--- config.mk ---
export PLATFORM = sky130hd
export DESIGN_NAME = cpu6_check_monitor
export DESIGN_NICKNAME = d
export VERILOG_FILES = /design/src/rtl/cpu6_check_monitor.sv
export SDC_FILE = /design/constraint.sdc
export NUM_CORES = 1
export LEC_CHECK = 0
export BUFFER_PORTS_ARGS = -buffer_cell sky130_fd_sc_hd__buf_2
export CAP_MARGIN = 40
export CORE_MARGIN = 5
export CORE_UTILIZATION = 50
export CTS_BUF_LIST = sky130_fd_sc_hd__clkbuf_8
export DETAILED_ROUTE_END_ITERATION = 8
export PLACE_DENSITY = 0.76
export SLEW_MARGIN = 10
export SYNTH_ARGS = -nofsm -noshare
export SYNTH_HDL_FRONTEND = slang
export SYNTH_SLANG_ARGS = --single-unit
--- constraint.sdc ---
create_clock -name clk -period 12.9 [get_ports clk]
set_input_delay 0 -clock clk [delete_from_list [all_inputs] [get_ports clk]]
set_output_delay 0 -clock clk [all_outputs]
set_load 0.02 [all_outputs]
--- src/rtl/cpu6_check_monitor.sv ---
// cpu6_check_monitor
//   Self-check monitor for cpu6 programs. A loadable table of up to NCHK
//   ordered checks {pc, reg, val} is walked in order: when the sampled fetch
//   PC equals the current entry's PC, the named register is read through the
//   register-file debug port and compared with the expected value. The result
//   is reported as sticky PASS / FAIL / TIMEOUT status with failure details.
//
// Ports
//   clk, reset          system clock, asynchronous active-high reset
//   sample_en, pc       one pulse per cpu cycle qualifying the fetch PC
//   cfg_we..cfg_val     table write port (accepted in IDLE only)
//   cfg_num             number of active entries, latched on start
//   start, clear        arm the monitor / return to IDLE from any state
//   rf_raddr, rf_rdata  register-file debug read (data one cycle after address)
//   busy, done          checking in progress / result available
//   pass, fail, timeout sticky result flags
//   fail_idx/got/exp    failing entry index, value read, value expected
module cpu6_check_monitor #(
    parameter int XLEN    = 32,
    parameter int NCHK    = 4,
    parameter int IDXW    = 2,
    parameter int TMO_CYC = 4096,
    parameter int TMOW    = 13
) (
    input  logic            clk,
    input  logic            reset,
    input  logic            sample_en,
    input  logic [XLEN-1:0] pc,
    input  logic            cfg_we,
    input  logic [IDXW-1:0] cfg_idx,
    input  logic [XLEN-1:0] cfg_pc,
    input  logic [4:0]      cfg_reg,
    input  logic [XLEN-1:0] cfg_val,
    input  logic [IDXW:0]   cfg_num,
    input  logic            start,
    input  logic            clear,
    output logic [4:0]      rf_raddr,
    input  logic [XLEN-1:0] rf_rdata,
    output logic            busy,
    output logic            done,
    output logic            pass,
    output logic            fail,
    output logic            timeout,
    output logic [IDXW-1:0] fail_idx,
    output logic [XLEN-1:0] fail_got,
    output logic [XLEN-1:0] fail_exp
);

    typedef enum logic [2:0] {
        S_IDLE, S_ARMED, S_READ, S_PASS, S_FAIL, S_TMO
    } state_t;

    state_t state, state_nxt;

    logic [XLEN-1:0] tbl_pc  [NCHK];
    logic [4:0]      tbl_reg [NCHK];
    logic [XLEN-1:0] tbl_val [NCHK];

    logic [IDXW-1:0] ptr, ptr_nxt;
    logic [IDXW:0]   num, num_nxt, num_sat;
    logic [TMOW-1:0] tmo_cnt, tmo_nxt, tmo_inc;
    logic [IDXW-1:0] fail_idx_nxt;
    logic [XLEN-1:0] fail_got_nxt, fail_exp_nxt;

    logic [XLEN-1:0] cur_pc, cur_val;
    logic [4:0]      cur_reg;
    logic            tbl_we, last_entry;

    assign cur_pc  = tbl_pc[ptr];
    assign cur_reg = tbl_reg[ptr];
    assign cur_val = tbl_val[ptr];

    // The table is only writable while idle; out-of-range indices are dropped.
    assign tbl_we = cfg_we && (state == S_IDLE) && (int'(cfg_idx) < NCHK);

    assign last_entry = (({1'b0, ptr} + (IDXW+1)'(1)) == num);

    // Saturating miss counter: holds once it has reached the limit.
    assign tmo_inc = (int'(tmo_cnt) >= TMO_CYC) ? tmo_cnt : tmo_cnt + TMOW'(1);

    // The read address stays valid through READ so a synchronous register
    // file sees a stable address around the sampling edge.
    assign rf_raddr = (state == S_ARMED || state == S_READ) ? cur_reg : 5'd0;

    assign busy    = (state == S_ARMED) || (state == S_READ);
    assign done    = (state == S_PASS) || (state == S_FAIL) || (state == S_TMO);
    assign pass    = (state == S_PASS);
    assign fail    = (state == S_FAIL);
    assign timeout = (state == S_TMO);

    always_comb begin
        num_sat = cfg_num;
        if (int'(cfg_num) > NCHK)
            num_sat = (IDXW+1)'(NCHK);
    end

    always_comb begin
        // NOTE: every signal driven here gets a default first so no path
        // leaves it unassigned, which would otherwise infer a latch.
        state_nxt    = state;
        ptr_nxt      = ptr;
        num_nxt      = num;
        tmo_nxt      = tmo_cnt;
        fail_idx_nxt = fail_idx;
        fail_got_nxt = fail_got;
        fail_exp_nxt = fail_exp;

        if (clear) begin
            state_nxt    = S_IDLE;
            ptr_nxt      = '0;
            tmo_nxt      = '0;
            fail_idx_nxt = '0;
            fail_got_nxt = '0;
            fail_exp_nxt = '0;
        end else begin
            case (state)
                S_IDLE: begin
                    if (start) begin
                        num_nxt   = num_sat;
                        ptr_nxt   = '0;
                        tmo_nxt   = '0;
                        state_nxt = (num_sat == '0) ? S_PASS : S_ARMED;
                    end
                end
                S_ARMED: begin
                    if (sample_en) begin
                        if (pc == cur_pc) begin
                            state_nxt = S_READ;
                            tmo_nxt   = '0;
                        end else begin
                            tmo_nxt = tmo_inc;
                            if (int'(tmo_inc) >= TMO_CYC) begin
                                state_nxt    = S_TMO;
                                fail_idx_nxt = ptr;
                            end
                        end
                    end
                end
                S_READ: begin
                    if (rf_rdata != cur_val) begin
                        state_nxt    = S_FAIL;
                        fail_idx_nxt = ptr;
                        fail_got_nxt = rf_rdata;
                        fail_exp_nxt = cur_val;
                    end else if (last_entry) begin
                        state_nxt = S_PASS;
                    end else begin
                        ptr_nxt   = ptr + IDXW'(1);
                        state_nxt = S_ARMED;
                    end
                end
                default: ;  // terminal states hold until clear
            endcase
        end
    end

    // NOTE: sequential state uses non-blocking assignments so every register
    // samples its pre-edge inputs regardless of block evaluation order.
    always_ff @(posedge clk or posedge reset) begin
        if (reset) begin
            state    <= S_IDLE;
            ptr      <= '0;
            num      <= '0;
            tmo_cnt  <= '0;
            fail_idx <= '0;
            fail_got <= '0;
            fail_exp <= '0;
        end else begin
            state    <= state_nxt;
            ptr      <= ptr_nxt;
            num      <= num_nxt;
            tmo_cnt  <= tmo_nxt;
            fail_idx <= fail_idx_nxt;
            fail_got <= fail_got_nxt;
            fail_exp <= fail_exp_nxt;
        end
    end

    // NOTE: the table is a small register array that must read as zero after
    // reset, so it is cleared in the reset branch rather than left to a RAM.
    always_ff @(posedge clk or posedge reset) begin
        if (reset) begin
            for (int i = 0; i < NCHK; i++) begin
                tbl_pc[i]  <= '0;
                tbl_reg[i] <= '0;
                tbl_val[i] <= '0;
            end
        end else if (tbl_we) begin
            tbl_pc[cfg_idx]  <= cfg_pc;
            tbl_reg[cfg_idx] <= cfg_reg;
            tbl_val[cfg_idx] <= cfg_val;
        end
    end

endmodule

* After elaboration in Yosys (flattened, before gate mapping)
Index checks and enable logic that the tools add are counted.
** Cells by class
- Bitwise gates (word level) :: 3
- Equal/unequal tests :: 16
- Order comparisons :: 6
- Reduce and logical (&&, ||, !) cells :: 19
- Muxes and demuxes :: 50
- Add/sub/neg operators :: 3
** Operator list (number)
- 32-bit 2-to-1 mux :: 11
- 128-bit bitwise mux :: 2
- 32-bit binary-select mux with 2-bit select :: 2
- 13-bit 2-to-1 mux :: 5
- 32-bit demux with 2-bit select :: 1
- 32-bit equality test :: 1
- 32-bit inequality test :: 1
- 13-bit >= comparator, second input constant :: 2
- 13-bit case mux with 2 select lines :: 1
- 2-bit 2-to-1 mux :: 11
- 3-bit 2-to-1 mux :: 7
- 20-bit bitwise mux :: 1
- 5-bit 2-to-1 mux :: 4
- 3-bit inequality test, second input constant :: 5
- 13-bit by 1-bit adder with 13-bit output, second input constant :: 1
- 5-bit binary-select mux with 2-bit select :: 1
- 5-bit demux with 2-bit select :: 1
- 3-bit case mux with 3 select lines :: 1
- 3-bit nonzero test :: 3
- 2-bit case mux with 2 select lines :: 2
- 4-bit AND reduction :: 2
- 3-bit by 2-bit equality test with 1-bit output, second input constant :: 2
- 3-bit equality test, second input constant :: 2
- 3-bit >= comparator, second input constant :: 2
- 18 further kinds :: 26
** Storage, ports and cells
- Register bits :: 363
- Input bits :: 144
- Output and inout port bits :: 76

* Logic depth before layout (Yosys ltp)
Gate-level depths: netlist of the first run.
- Depth after elaboration :: 9
- Depth in mapped cells :: 11
- Depth with buffers taken out :: 7

* Least setup slack after synthesis of the first run
Ideal clock, no wire load.
- Kind :: reg2reg
- From :: register ptr[0]
- To :: register state[0]
- Clock period less this slack :: 2.750 ns
- Setup slack :: 10.150 ns
- Library setup time :: 0.128 ns
- Stages on the path, launching flop included :: 10
- Required time :: 12.772 ns
- Data arrival time :: 2.623 ns
- Cell sequence :: dfrtp_1 > buf_6 > buf_2 > mux4_2 > xnor2_1 > nand4_1 > nor4_2 > a211oi_2 > a22o_1 > mux2_1
** On the way
- Longest elaborated chain between the ends :: 9
- Elaborated cells between the ends (all ways) :: 16
- Those cells by class :: eq/ne (3); mux (11); bitwise (1); reduce/logical (1)
** RTL lines
- start: declaration :: RTL line 59 : logic [IDXW-1:0] ptr, ptr_nxt;
- start signal: assignment :: RTL line 170 : ptr <= ptr_nxt;
- 2-bit inverter with 3-bit output (not written as such) (*) :: RTL line 69, 71
- 32-bit binary-select mux with 2-bit select :: RTL line 69 : assign cur_pc = tbl_pc[ptr];
- 32-bit 2-to-1 mux (not written as such) (2 in series) :: RTL line 69
- 32-bit equality test :: RTL line 127 : if (pc == cur_pc) begin
- 3-bit 2-to-1 mux :: RTL line 127
- 3-bit 2-to-1 mux :: RTL line 126 : if (sample_en) begin
- 3-bit case mux with 3 select lines :: RTL line 116 : case (state)
- 3-bit 2-to-1 mux :: RTL line 108 : if (clear) begin
- end signal: assignment :: RTL line 169 : state <= state_nxt;
- end: declaration :: RTL line 53 : state_t state, state_nxt;
Every way passes the cells marked *; elsewhere a longest branch is shown, timed or not. The select of a mux whose other input is x is not followed.
A chain may end at the register's enable or synchronous reset.

* Worst setup path after layout of the first run
- From :: register ptr[0]
- To :: register fail_got[29]
** On the way
- Longest elaborated chain between the ends :: 7
** RTL lines
- 2-bit inverter with 3-bit output (not written as such) :: RTL line 71 : assign cur_val = tbl_val[ptr];
- 32-bit binary-select mux with 2-bit select :: RTL line 71
- 32-bit 2-to-1 mux (not written as such) (2 in series) :: RTL line 71
- 32-bit inequality test :: RTL line 140 : if (rf_rdata != cur_val) begin
- 2-bit nonzero test (no line)
- 2-bit AND reduction (no line)
- end signal: assignment :: RTL line 174 : fail_got <= fail_got_nxt;
- end: declaration :: RTL line 45 : output logic [XLEN-1:0] fail_got,
No other way between the ends. The select of a mux whose other input is x is not followed.

==> results of run 1 <==
## placed cells by master (no fill, tap or decap), types with 2 or more instances in the layout
cell type      netlist  layout
a21oi_1              9       8
and2_1               7       7
and3_1               4       4
buf_16               0       7
buf_2               10     219
buf_4                1      12
clkbuf_8             0      82
clkinv_2             0       6
dfrtp_1            363     361
dfrtp_4              0       2
diode_2              0       4
dlygate4sd3_1        0     116
ha_1                 3       3
inv_1               15      33
mux2_2             278     278
mux2i_1             68      68
mux4_2              69      69
nand2_1             19      19
nand2b_1             4       4
nand3_1              6       5
nand3b_1             4       4
nand4_1             18      18
nor2_1              81      81
nor3_1               6       6
nor4_1               3       3
nor4_2               2       2
o21a_1               2       2
o21ai_0              5       5
o22ai_1              5       5
or3_1                2       2
xnor2_1             68      68
xor2_1               5       5
## synthesized netlist by cell type (all sizes together) (6+ instances only)
cell      n  area, sq um
mux2    279         3140
mux2i    68          681
and2      7         43.8
mux4     69         1550
clkbuf   26         97.6
nand3     6         30.0
nor3      6         30.0
nor2     81          304
nand4    18          113
buf      38          204
xnor2    68          596
inv      15         56.3
a21oi     9         45.0
dfrtp   363         9080
nand2    19         71.3
## layout make-up
cell class	instances	area [sq um]
fillers	2444	12000
flip-flops and latches	363	9090
multi-input cells	680	7020
repair buffers	355	2560
clock buffers	82	1130
well taps	442	553
clock inverters	28	148
inverters	15	63.8
diodes	4	10.0
## tightest hold or removal path, cell delays in order
cell and delay [ns]:
buf_2 0.10, buf_4 0.33, nor2_1 0.18
## cells by family after synthesis
kind of cell,Yosys count,synth area share [%]
fa+ha+maj,3,0.228
xor+xnor,73,3.89
compound gates,28,1.13
simple gates,160,4.61
buf+inv,79,2.18
mux,416,32.7
flops,363,55.3
## power groups by stage
stage | sequential [mW] | clock, mW | combinational, mW
2_1_floorplan | 1.80 | 0 | 0.926
3_3_place_gp | 1.82 | 0 | 1.17
3_5_place_dp | 1.85 | 0 | 1.22
4_1_cts | 1.83 | 1.06 | 1.26
5_1_grt | 1.89 | 1.12 | 1.35
6_report | 1.84 | 1.04 | 1.25
## per-stage QoR
stage | hold WS (ns) | power, mW | utilization, %
3_5_place_dp | 0.0192 | 3.07 | 55.7
3_3_place_gp | 0.260 | 2.98 | 55.1
5_1_grt | 0.0645 | 4.36 | 63.2
2_1_floorplan | 0.151 | 2.72 | -
6_report | 0.0554 | 4.13 | 63.2
4_1_cts | 0.0197 | 4.16 | 63.2
## worst max path at each step
| stage | slack [ns] | depth (start not counted) | endpoint |
|---|---|---|---|
| 2_1_floorplan | 2.82 | 1 | fail_exp[0] |
| 3_3_place_gp | 8.14 | 9 | fail_got[26] |
| 3_5_place_dp | 8.28 | 11 | fail_got[11] |
| 4_1_cts | 8.27 | 11 | fail_got[22] |
| 5_1_grt | 8.00 | 11 | fail_got[29] |
| 6_report | 8.27 | 11 | fail_got[29] |
## per-layer routing
| metal | vias up | routed length [um] | global-route usage, % |
|---|---|---|---|
| met5 | - | 79 | 0 |
| met4 | 14 | 973 | 6.46 |
| met3 | 84 | 2940 | 5.88 |
| met2 | 320 | 19800 | 36.9 |
| met1 | 5442 | 16600 | 29.1 |
| li1 | 4778 | - | - |
==> out/metrics.yaml, run 1 <==
clock_tree:
  cts_max_level: 2
  cts_tree: "done"
  cts.clk_slew.worst_paths_ns: 0.06
  worstSkewPairLatency_ns: 0.62
  cts.sinks: 363
  clockBufferDepth: 3
  post-cts-setup-buffers: 0
  ctsResizeCount: 0
  cts_buffers: 59
  postCtsHoldBufs: 116
  cts_root_buf: "clkbuf_8"
timing:
  period_needed_ns: 4.63
  slew_headroom_pct: 40.4
  skew_ns: 0.0236
  finalSetupViolations: 0
  period_share_pct: 35.9
  finalHoldViolations: 0
  worstMarginPinSlew_ns: 0.894
  setup_ws_ns: 8.27
  tns_ns: 0
  slew_violations: 0
  grt_setup_unrepaired: "false"
  max_freq_mhz: 216
grt:
  first_global_vias: 11700
  grt_max_degree: 97
  grt_usage_pct: 22.3
  antenna_found_initial: 12
  grt_overflow: 0
  grt_pass1_wl_mm: 64.3
synthesis:
  synthArstFlopShare_pct: 100
  yosysWarnings: 0
  synth_edf_count: 0
  synthCells: 1122
  ys_types: 41
  yosysSeqAreaShare_pct: 55.3
  ys.flop_type: "dfrtp_1"
  postSynthAreaPerCell_sq_um: 14.7
  synth_seq_cells: 363
  syn-cell-area_sq_mm: 0.0164
  syn_nets: 1269
setup_path:
  critPathBufInv: 4
  critical_path_class: "reg2reg"
  startpoint_type: "flip-flop"
  startpoint: "ptr[0]"
  worst_ep_arrival_time_ns: 5.10
  cp_slowest_cell: "dfrtp_4"
  max_stage_delay_ns: 0.84
  crit_path_frequent_cell: "buf_4"
  cp_max_fo: 51
  crit_required_ns: 13.37
  worst_r2r_endpoint: "fail_got[29]"
  r2r_setup_slack_ns: 8.27
  reg2regPathDepth: 11
  path_cells: "buf_4 > buf_12 > mux4_2 > xnor2_1 > nand4_1 > nor4_1 > a21oi_4 > buf_4 > buf_16 > mux2i_1 > nor2_1"
  crit_family: "buffers and inverters"
  r2r-start: "ptr[0]"
  critPathCaptureType: "flip-flop"
run:
  cap_violations: 0
final_layout:
  fin_cells: 1969
  design_area_sq_mm: 0.0206
  area_growth_pct: 25.2
  drive_above_1_share_pct: 45.2
  top_regs: "tbl_pc x128, tbl_val x128"
  final_nets: 1621
power_and_ir_drop:
  p_int_mw: 2.91
  pwr-share-comb_pct: 30.2
  p_seq_share_pct: 44.5
  leakage_nw: 9.14
  power_density_mw_per_mm2: 201
  ir_worst_vdd_v: 0.000139
  switching_share_pct: 29.5
  power_frac_clock_pct: 25.3
  switching_power_mw: 1.22
place:
  dp.cells: 1739
  place_congestion: 0.787
  placed_area_sq_mm: 0.0181
  post-place-ws_ns: 8.28
  io_buffer_count: 219
  dp_hpwl_mm: 26.9
detailed_routing:
  wirelength_mm: 40.4
  routedWlPerCell_um: 20.5
  detail_route.iter0.violations: 609
  vias_per_cell: 5.40
  num_vias: 10600
  drc_errors: 0
  drt-pass1-iter-count: 4
  antenna_left: 0
die:
  start_util_pct: 50.5
  core-area_sq_mm: 0.0325
  die_w_um: 191
  die_y_um: 191
  num_rows: 66
  io_pins: 220
  die_area_sq_mm: 0.0366
status:
  status: "finished clean"
hold_path:
  worstHoldStart: "clear"
  hp-class: "in2reg"
  whs_path_depth: 3
  min_to: "fail_exp[18]"
Note: power is estimated with default switching activity, not from simulation.
==> run 2: changes to the inputs <==
==> constraint.sdc (replaced) <==
create_clock -name clk -period 4.4 [get_ports clk]
set_input_delay 0 -clock clk [delete_from_list [all_inputs] [get_ports clk]]
set_output_delay 0 -clock clk [all_outputs]
set_load 0.02 [all_outputs]
==> run 2 against run 1 <==
  * Final area is 0.99% lower
  * Routed wire length is 0.86% higher
  * Sequential power grew to 2.9 times the previous value
  * Via count is 0.42% higher
  * First-iteration DRC count is 4.4% lower
  * Critical endpoint is now state[0]
  * Maximum frequency is 32% higher
  * Clock power grew to 2.8 times the previous value
  * Non-clock buffer count is 1 lower
  * Critical path depth is 3 lower
==> out/metrics.yaml, run 2 (synthesized netlist as in run 1, its figures left out) <==
timing:
  period_share_pct: 79.7  # was 35.9%
  slew_headroom_pct: 30.6  # was 40.4%
  finalHoldViolations: 0  # unchanged
  skew_ns: 0.0225  # was 0.0236 ns
  max_freq_mhz: 285  # was 216 MHz
  tns_ns: 0  # unchanged
  finalSetupViolations: 0  # unchanged
  grt_setup_unrepaired: "false"  # unchanged
  period_needed_ns: 3.51  # was 4.63 ns
  setup_ws_ns: 0.895  # was 8.27 ns
  slew_violations: 0  # unchanged
  worstMarginPinSlew_ns: 1.04  # was 0.894 ns
power_and_ir_drop:
  leakage_nw: 9.05  # was 9.14 nW
  ir_worst_vdd_v: 0.000354  # was 0.000139 V
  power_mw: 11.9  # was 4.13 mW
  power_density_mw_per_mm2: 582  # was 201 mW/mm^2
  switching_share_pct: 29.7  # was 29.5%
  p_seq_share_pct: 45.5  # was 44.5%
  p_int_mw: 8.34  # was 2.91 mW
  pwr-share-comb_pct: 30.4  # was 30.2%
  power_frac_clock_pct: 24.1  # was 25.3%
  switching_power_mw: 3.53  # was 1.22 mW
detailed_routing:
  drc_errors: 0  # unchanged
  num_vias: 10700  # was 10600
  drt-pass1-iter-count: 4  # unchanged
  routedWlPerCell_um: 20.7  # was 20.5 um
  vias_per_cell: 5.43  # was 5.40
  wirelength_mm: 40.7  # was 40.4 mm
  detail_route.iter0.violations: 582  # was 609
  antenna_left: 0  # unchanged
setup_path:
  r2r_setup_slack_ns: 0.89  # was 8.27 ns
  endpoint: "state[0]"  # was fail_got[29]
  critPathCaptureType: "flip-flop"  # unchanged
  worst_ep_arrival_time_ns: 3.97  # was 5.10 ns
  startpoint: "ptr[0]"  # unchanged
  cp_max_fo: 22  # was 51
  reg2regPathDepth: 8  # was 11
  worst_r2r_endpoint: "state[0]"  # was fail_got[29]
  crit_required_ns: 4.86  # was 13.37 ns
  r2r-start: "ptr[0]"  # unchanged
  startpoint_type: "flip-flop"  # unchanged
  critical_path_class: "reg2reg"  # unchanged
grt:
  grt_usage_pct: 22.3  # about the same
  antenna_found_initial: 8  # was 12
  grt_overflow: 0  # unchanged
  grt_max_degree: 187  # was 97
  first_global_vias: 11600  # was 11700
  grt_pass1_wl_mm: 64.4  # was 64.3 mm
clock_tree:
  cts_buffers: 57  # was 59
  cts.sinks: 363  # unchanged
  cts_max_level: 2  # unchanged
  ctsResizeCount: 0  # unchanged
  cts_root_buf: "clkbuf_8"  # unchanged
  cts.clk_slew.worst_paths_ns: 0.06  # about the same
  cts_tree: "done"  # unchanged
  postCtsHoldBufs: 114  # was 116
  worstSkewPairLatency_ns: 0.60  # was 0.62 ns
  clockBufferDepth: 3  # unchanged
  post-cts-setup-buffers: 0  # unchanged
run:
  cap_violations: 0  # unchanged
place:
  dp_hpwl_mm: 27.1  # was 26.9 mm
  place_congestion: 0.803  # was 0.787
  placed_area_sq_mm: 0.0180  # was 0.0181 sq mm
  io_buffer_count: 219  # unchanged
  dp.cells: 1740  # was 1739
  post-place-ws_ns: 0.885  # was 8.28 ns
final_layout:
  mostFrequentLayoutCell: "dfrtp_1"  # unchanged
  fin_cells: 1966  # was 1969
  fillCellCount: 2478  # was 2444
  top_regs: "tbl_pc x128, tbl_val x128"  # unchanged
  drive_above_1_share_pct: 45.3  # was 45.2%
  design_area_sq_mm: 0.0204  # was 0.0206 sq mm
  final_cell_mix: "dfrtp_1 (361), mux2_2 (278), buf_2 (219), dlygate4sd3_1 (114), nor2_1 (81)"  # was dfrtp_1 (361), mux2_2 (278), buf_2 (219), dlygate4sd3_1 (116), clkbuf_8 (82)
  area_growth_pct: 23.9  # was 25.2%
  final_nets: 1618  # was 1621
die:
  num_rows: 66  # unchanged
  start_util_pct: 50.5  # unchanged
  die_area_sq_mm: 0.0366  # unchanged
  die_y_um: 191  # unchanged
  die_w_um: 191  # unchanged
  core-area_sq_mm: 0.0325  # unchanged
  io_pins: 220  # unchanged
hold_path:
  hp-class: "in2reg"  # unchanged
status:
  status: "finished clean"  # unchanged
==> run 2: layout make-up <==
class	instances	area, sq um	area share [%]
multi-input combinational	680	7020	34.5
clock inverter	34	184	0.903
antenna	6	15.0	0.0737
clock buffer	72	991	4.86
sequential	363	9090	44.6
tap	442	553	2.71
timing repair buffer	354	2460	12.1
inverter	15	60.1	0.295
==> run 2: through the flow <==
step / hold WS (ns) / util [%]
final: 0.100 / 62.6
after global placement: 0.0191 / 55.5
after global routing: 0.0642 / 62.6
after detailed placement: 0.0168 / 55.5
after CTS: 0.0598 / 62.6
after floorplan: 0.151 / -
==> run 2: critical path: stages, from the launching register on <==
cell and delay [ns]:
dfrtp_4 0.59, buf_12 0.27, mux4_2 0.55, xnor2_1 0.24
nand4_1 0.16, nor4_2 0.65, a211oi_2 0.29, a22o_1 0.30
mux2_1 0.32
==> run 2: layer usage <==
layer	up-vias	part of all wire [%]	GRT usage, %
li1	4797	-	-
met1	5465	42	29.2
met2	328	48	37.4
met3	85	6.8	5.19
met4	8	2.9	6.71
met5	-	0.096	0
==> run 2: power by group through the flow <==
| stage | registers [mW] | clock network, mW | logic (mW) |
|---|---|---|---|
| floorplan | 5.27 | 0 | 2.71 |
| global placement | 5.36 | 0 | 3.41 |
| detailed placement | 5.42 | 0 | 3.53 |
| CTS | 5.37 | 2.94 | 3.64 |
| global route | 5.53 | 3.11 | 3.91 |
| finish | 5.39 | 2.86 | 3.61 |
==> run 2: worst min-delay path by stage <==
stage	startpoint	endpoint	slack [ns]	cells after the start
3_5_place_dp	reset	tbl_pc[20]	0.02	2
4_1_cts	cfg_idx[1]	tbl_val[8]	0.06	3
3_3_place_gp	reset	tbl_pc[84]	0.02	2
5_1_grt	cfg_idx[1]	tbl_val[5]	0.06	3
6_report	cfg_idx[1]	tbl_val[5]	0.10	3
2_1_floorplan	cfg_pc[22]	tbl_pc[118]	0.15	1
==> run 3: changes to the inputs <==
--- a/config.mk
+++ b/config.mk
@@ -11,7 +11,7 @@
 export CORE_UTILIZATION = 50
 export CTS_BUF_LIST = sky130_fd_sc_hd__clkbuf_8
 export DETAILED_ROUTE_END_ITERATION = 8
-export PLACE_DENSITY = 0.76
+export PLACE_DENSITY = 0.78
 export SLEW_MARGIN = 10
 export SYNTH_ARGS = -nofsm -noshare
 export SYNTH_HDL_FRONTEND = slang
==> constraint.sdc (replaced) <==
create_clock -name clk -period 3.15 [get_ports clk]
set_input_delay 0 -clock clk [delete_from_list [all_inputs] [get_ports clk]]
set_output_delay 0 -clock clk [all_outputs]
set_load 0.02 [all_outputs]
==> run 3 against run 2 <==
  * Largest cell class unchanged
  * Sequential power grew 40%
  * Clock skew grew 0.017 ns
  * Critical path depth grew 4
  * Final cell count grew 0.92%
  * Global-route usage grew 0.40 points
  * Non-clock buffer count grew 13
  * Maximum frequency grew 16%
  * Clock-buffer cell count shrank 1
  * Critical endpoint is now tmo_cnt[6]
==> out/metrics.yaml, run 3 (synthesized netlist as in run 1, its figures left out) <==
timing:
  tns_ns: 0  # unchanged
  slew_violations: 0  # unchanged
  slew_headroom_pct: 48.6  # was 30.6%
  setup_ws_ns: 0.140  # was 0.895 ns
  finalHoldViolations: 0  # unchanged
  worstMarginPinSlew_ns: 0.770  # was 1.04 ns
  grt_setup_unrepaired: "false"  # unchanged
  max_freq_mhz: 332  # was 285 MHz
  finalSetupViolations: 0  # unchanged
  period_needed_ns: 3.01  # was 3.51 ns
  fin_hold_ws_ns: 0.0249  # was 0.100 ns
  skew_ns: 0.0393  # was 0.0225 ns
  period_share_pct: 95.6  # was 79.7%
power_and_ir_drop:
  power_density_mw_per_mm2: 809  # was 582 mW/mm^2
  ir_worst_vdd_v: 0.000525  # was 0.000354 V
  leakage_nw: 9.22  # was 9.05 nW
setup_path:
  worst_ep_arrival_time_ns: 3.50  # was 3.97 ns
  critical_path_class: "reg2reg"  # unchanged
  critPathBufInv: 5  # was 1
  critPathCaptureType: "flip-flop"  # unchanged
  reg2regPathDepth: 12  # was 8
  path_cells: "buf_12 > buf_4 > mux4_2 > xnor2_1 > nand4_1 > nor4_2 > buf_4 > a211oi_2 > buf_4 > nor2_1 > buf_4 > nor2_1"  # was buf_12 > mux4_2 > xnor2_1 > nand4_1 > nor4_2 > a211oi_2 > a22o_1 > mux2_1
  crit_path_frequent_cell: "buf_4"
  max_stage_delay_ns: 0.57  # was 0.65 ns
  crit_family: "buffers and inverters"  # was multiplexers
  crit_required_ns: 3.64  # was 4.86 ns
  startpoint_type: "flip-flop"  # unchanged
  cp_max_fo: 29  # was 22
  cp.depth: 12  # was 8
  cp_slowest_cell: "dfrtp_4"  # was nor4_2
place:
  dp.cells: 1750  # was 1740
  place_congestion: 0.818  # was 0.803
  io_buffer_count: 219  # unchanged
  post-place-ws_ns: 0.0510  # was 0.885 ns
  dp_hpwl_mm: 27.3  # was 27.1 mm
die:
  core-area_sq_mm: 0.0325  # unchanged
  start_util_pct: 50.5  # unchanged
  io_pins: 220  # unchanged
  num_rows: 66  # unchanged
  die_y_um: 191  # unchanged
  die_area_sq_mm: 0.0366  # unchanged
  die_w_um: 191  # unchanged
clock_tree:
  cts.clk_slew.worst_paths_ns: 0.06  # about the same
  cts_tree: "done"  # unchanged
  cts_root_buf: "clkbuf_8"  # unchanged
  cts_buffers: 59  # was 57
  clockBufferDepth: 3  # unchanged
  cts_max_level: 2  # unchanged
  cts.sinks: 363  # unchanged
  worstSkewPairLatency_ns: 0.61  # was 0.60 ns
grt:
  grt_usage_pct: 22.7  # was 22.3%
  grt_pass1_wl_mm: 65.6  # was 64.4 mm
  antenna_found_initial: 10  # was 8
  first_global_vias: 11900  # was 11600
  grt_max_degree: 106  # was 187
  grt_overflow: 0  # unchanged
final_layout:
  drive_above_1_share_pct: 45.0  # was 45.3%
  top_regs: "tbl_pc x128, tbl_val x128"  # unchanged
  fin_cells: 1984  # was 1966
  final_cell_mix: "dfrtp_1 (361), mux2_2 (278), buf_2 (219), dlygate4sd3_1 (115), nor2_1 (81)"  # was dfrtp_1 (361), mux2_2 (278), buf_2 (219), dlygate4sd3_1 (114), nor2_1 (81)
  area_growth_pct: 25.7  # was 23.9%
  mostFrequentLayoutCell: "dfrtp_1"  # unchanged
  final_nets: 1633  # was 1618
hold_path:
  hp-class: "in2reg"  # unchanged
  whs_path_depth: 3  # unchanged
detailed_routing:
  routedWlPerCell_um: 20.8  # was 20.7 um
  vias_per_cell: 5.46  # was 5.43
  num_vias: 10800  # was 10700
  wirelength_mm: 41.3  # was 40.7 mm
  detail_route.iter0.violations: 559  # was 582
  drt-pass1-iter-count: 5  # was 4
  antenna_left: 0  # unchanged
  drc_errors: 0  # unchanged
run:
  cap_violations: 0  # unchanged
status:
  status: "finished clean"  # unchanged
-- run 3: cell count changes in the layout (fill, tap and decap cells not counted), sizes merged --
cell | before | now
buf | 240 | 251
dlygate4sd3 | 114 | 115
inv | 33 | 48
diode | 6 | 7
clkinv | 14 | 4
-- run 3: routing by layer --
layer,vias up,GRT usage (%),wire [um]
met5,-,0,46
met3,92,5.33,2620
met1,5550,29.1,17100
li1,4825,-,-
met2,348,38.8,20500
met4,8,6.60,1030
-- run 3: final cells by class --
cell class | count | area (sq um)
Antenna cell | 7 | 17.5
Clock buffer | 71 | 977
Clock inverter | 39 | 206
Fill cell | 2414 | 11900
Inverter | 15 | 60.1
Multi-Input combinational cell | 680 | 7050
Sequential cell | 363 | 9090
Tap cell | 442 | 553
Timing Repair Buffer | 367 | 2710
-- run 3: repair_timing --
action / CTS / global route
endpoints found under the hold margin: 344 / 0
gates resized for setup: 0 / 5
hold buffers: 115 / 0
buffers inserted: 0 / 1
endpoints found under the setup margin: 0 / 23
-- run 3: stage by stage --
| step | instance area [sq um] | util [%] | total power, mW |
|---|---|---|---|
| finish | 20700 | 63.5 | 16.7 |
| global route | 20700 | 63.5 | 17.7 |
| CTS | 20600 | 63.2 | 16.8 |
| detailed placement | 18200 | 56.1 | 12.6 |
| global placement | 18200 | 56.1 | 12.3 |
| floorplan | 16400 | - | 11.1 |
-- run 3: worst reg2reg max path: stages (launching register included) --
cell and delay, ns:
dfrtp_4 0.57, buf_12 0.26, buf_4 0.25, mux4_2 0.34, xnor2_1 0.16, nand4_1 0.18
nor4_2 0.29, buf_4 0.18, a211oi_2 0.08, buf_4 0.21, nor2_1 0.18, buf_4 0.17
nor2_1 0.05
-- run 3: final timing paths --
path / start / end / slack (ns)
setup / recovery: ptr[1] / tmo_cnt[6] / 0.14
hold / removal: cfg_idx[0] / tbl_reg[0] / 0.02
setup reg to reg: ptr[1] / tmo_cnt[6] / 0.14
hold reg to reg: tbl_pc[33] / tbl_pc[33] / 0.50
max in group asynchronous: reset / ptr[1] / 2.10
min in group asynchronous: reset / tbl_val[30] / 0.08
-- run 3: power by group --
| part | switching (mW) | total (mW) | internal, mW |
|---|---|---|---|
| combinational | 2.18 | 5.17 | 2.99 |
| clock | 1.87 | 4.01 | 2.13 |
| sequential | 0.960 | 7.53 | 6.57 |
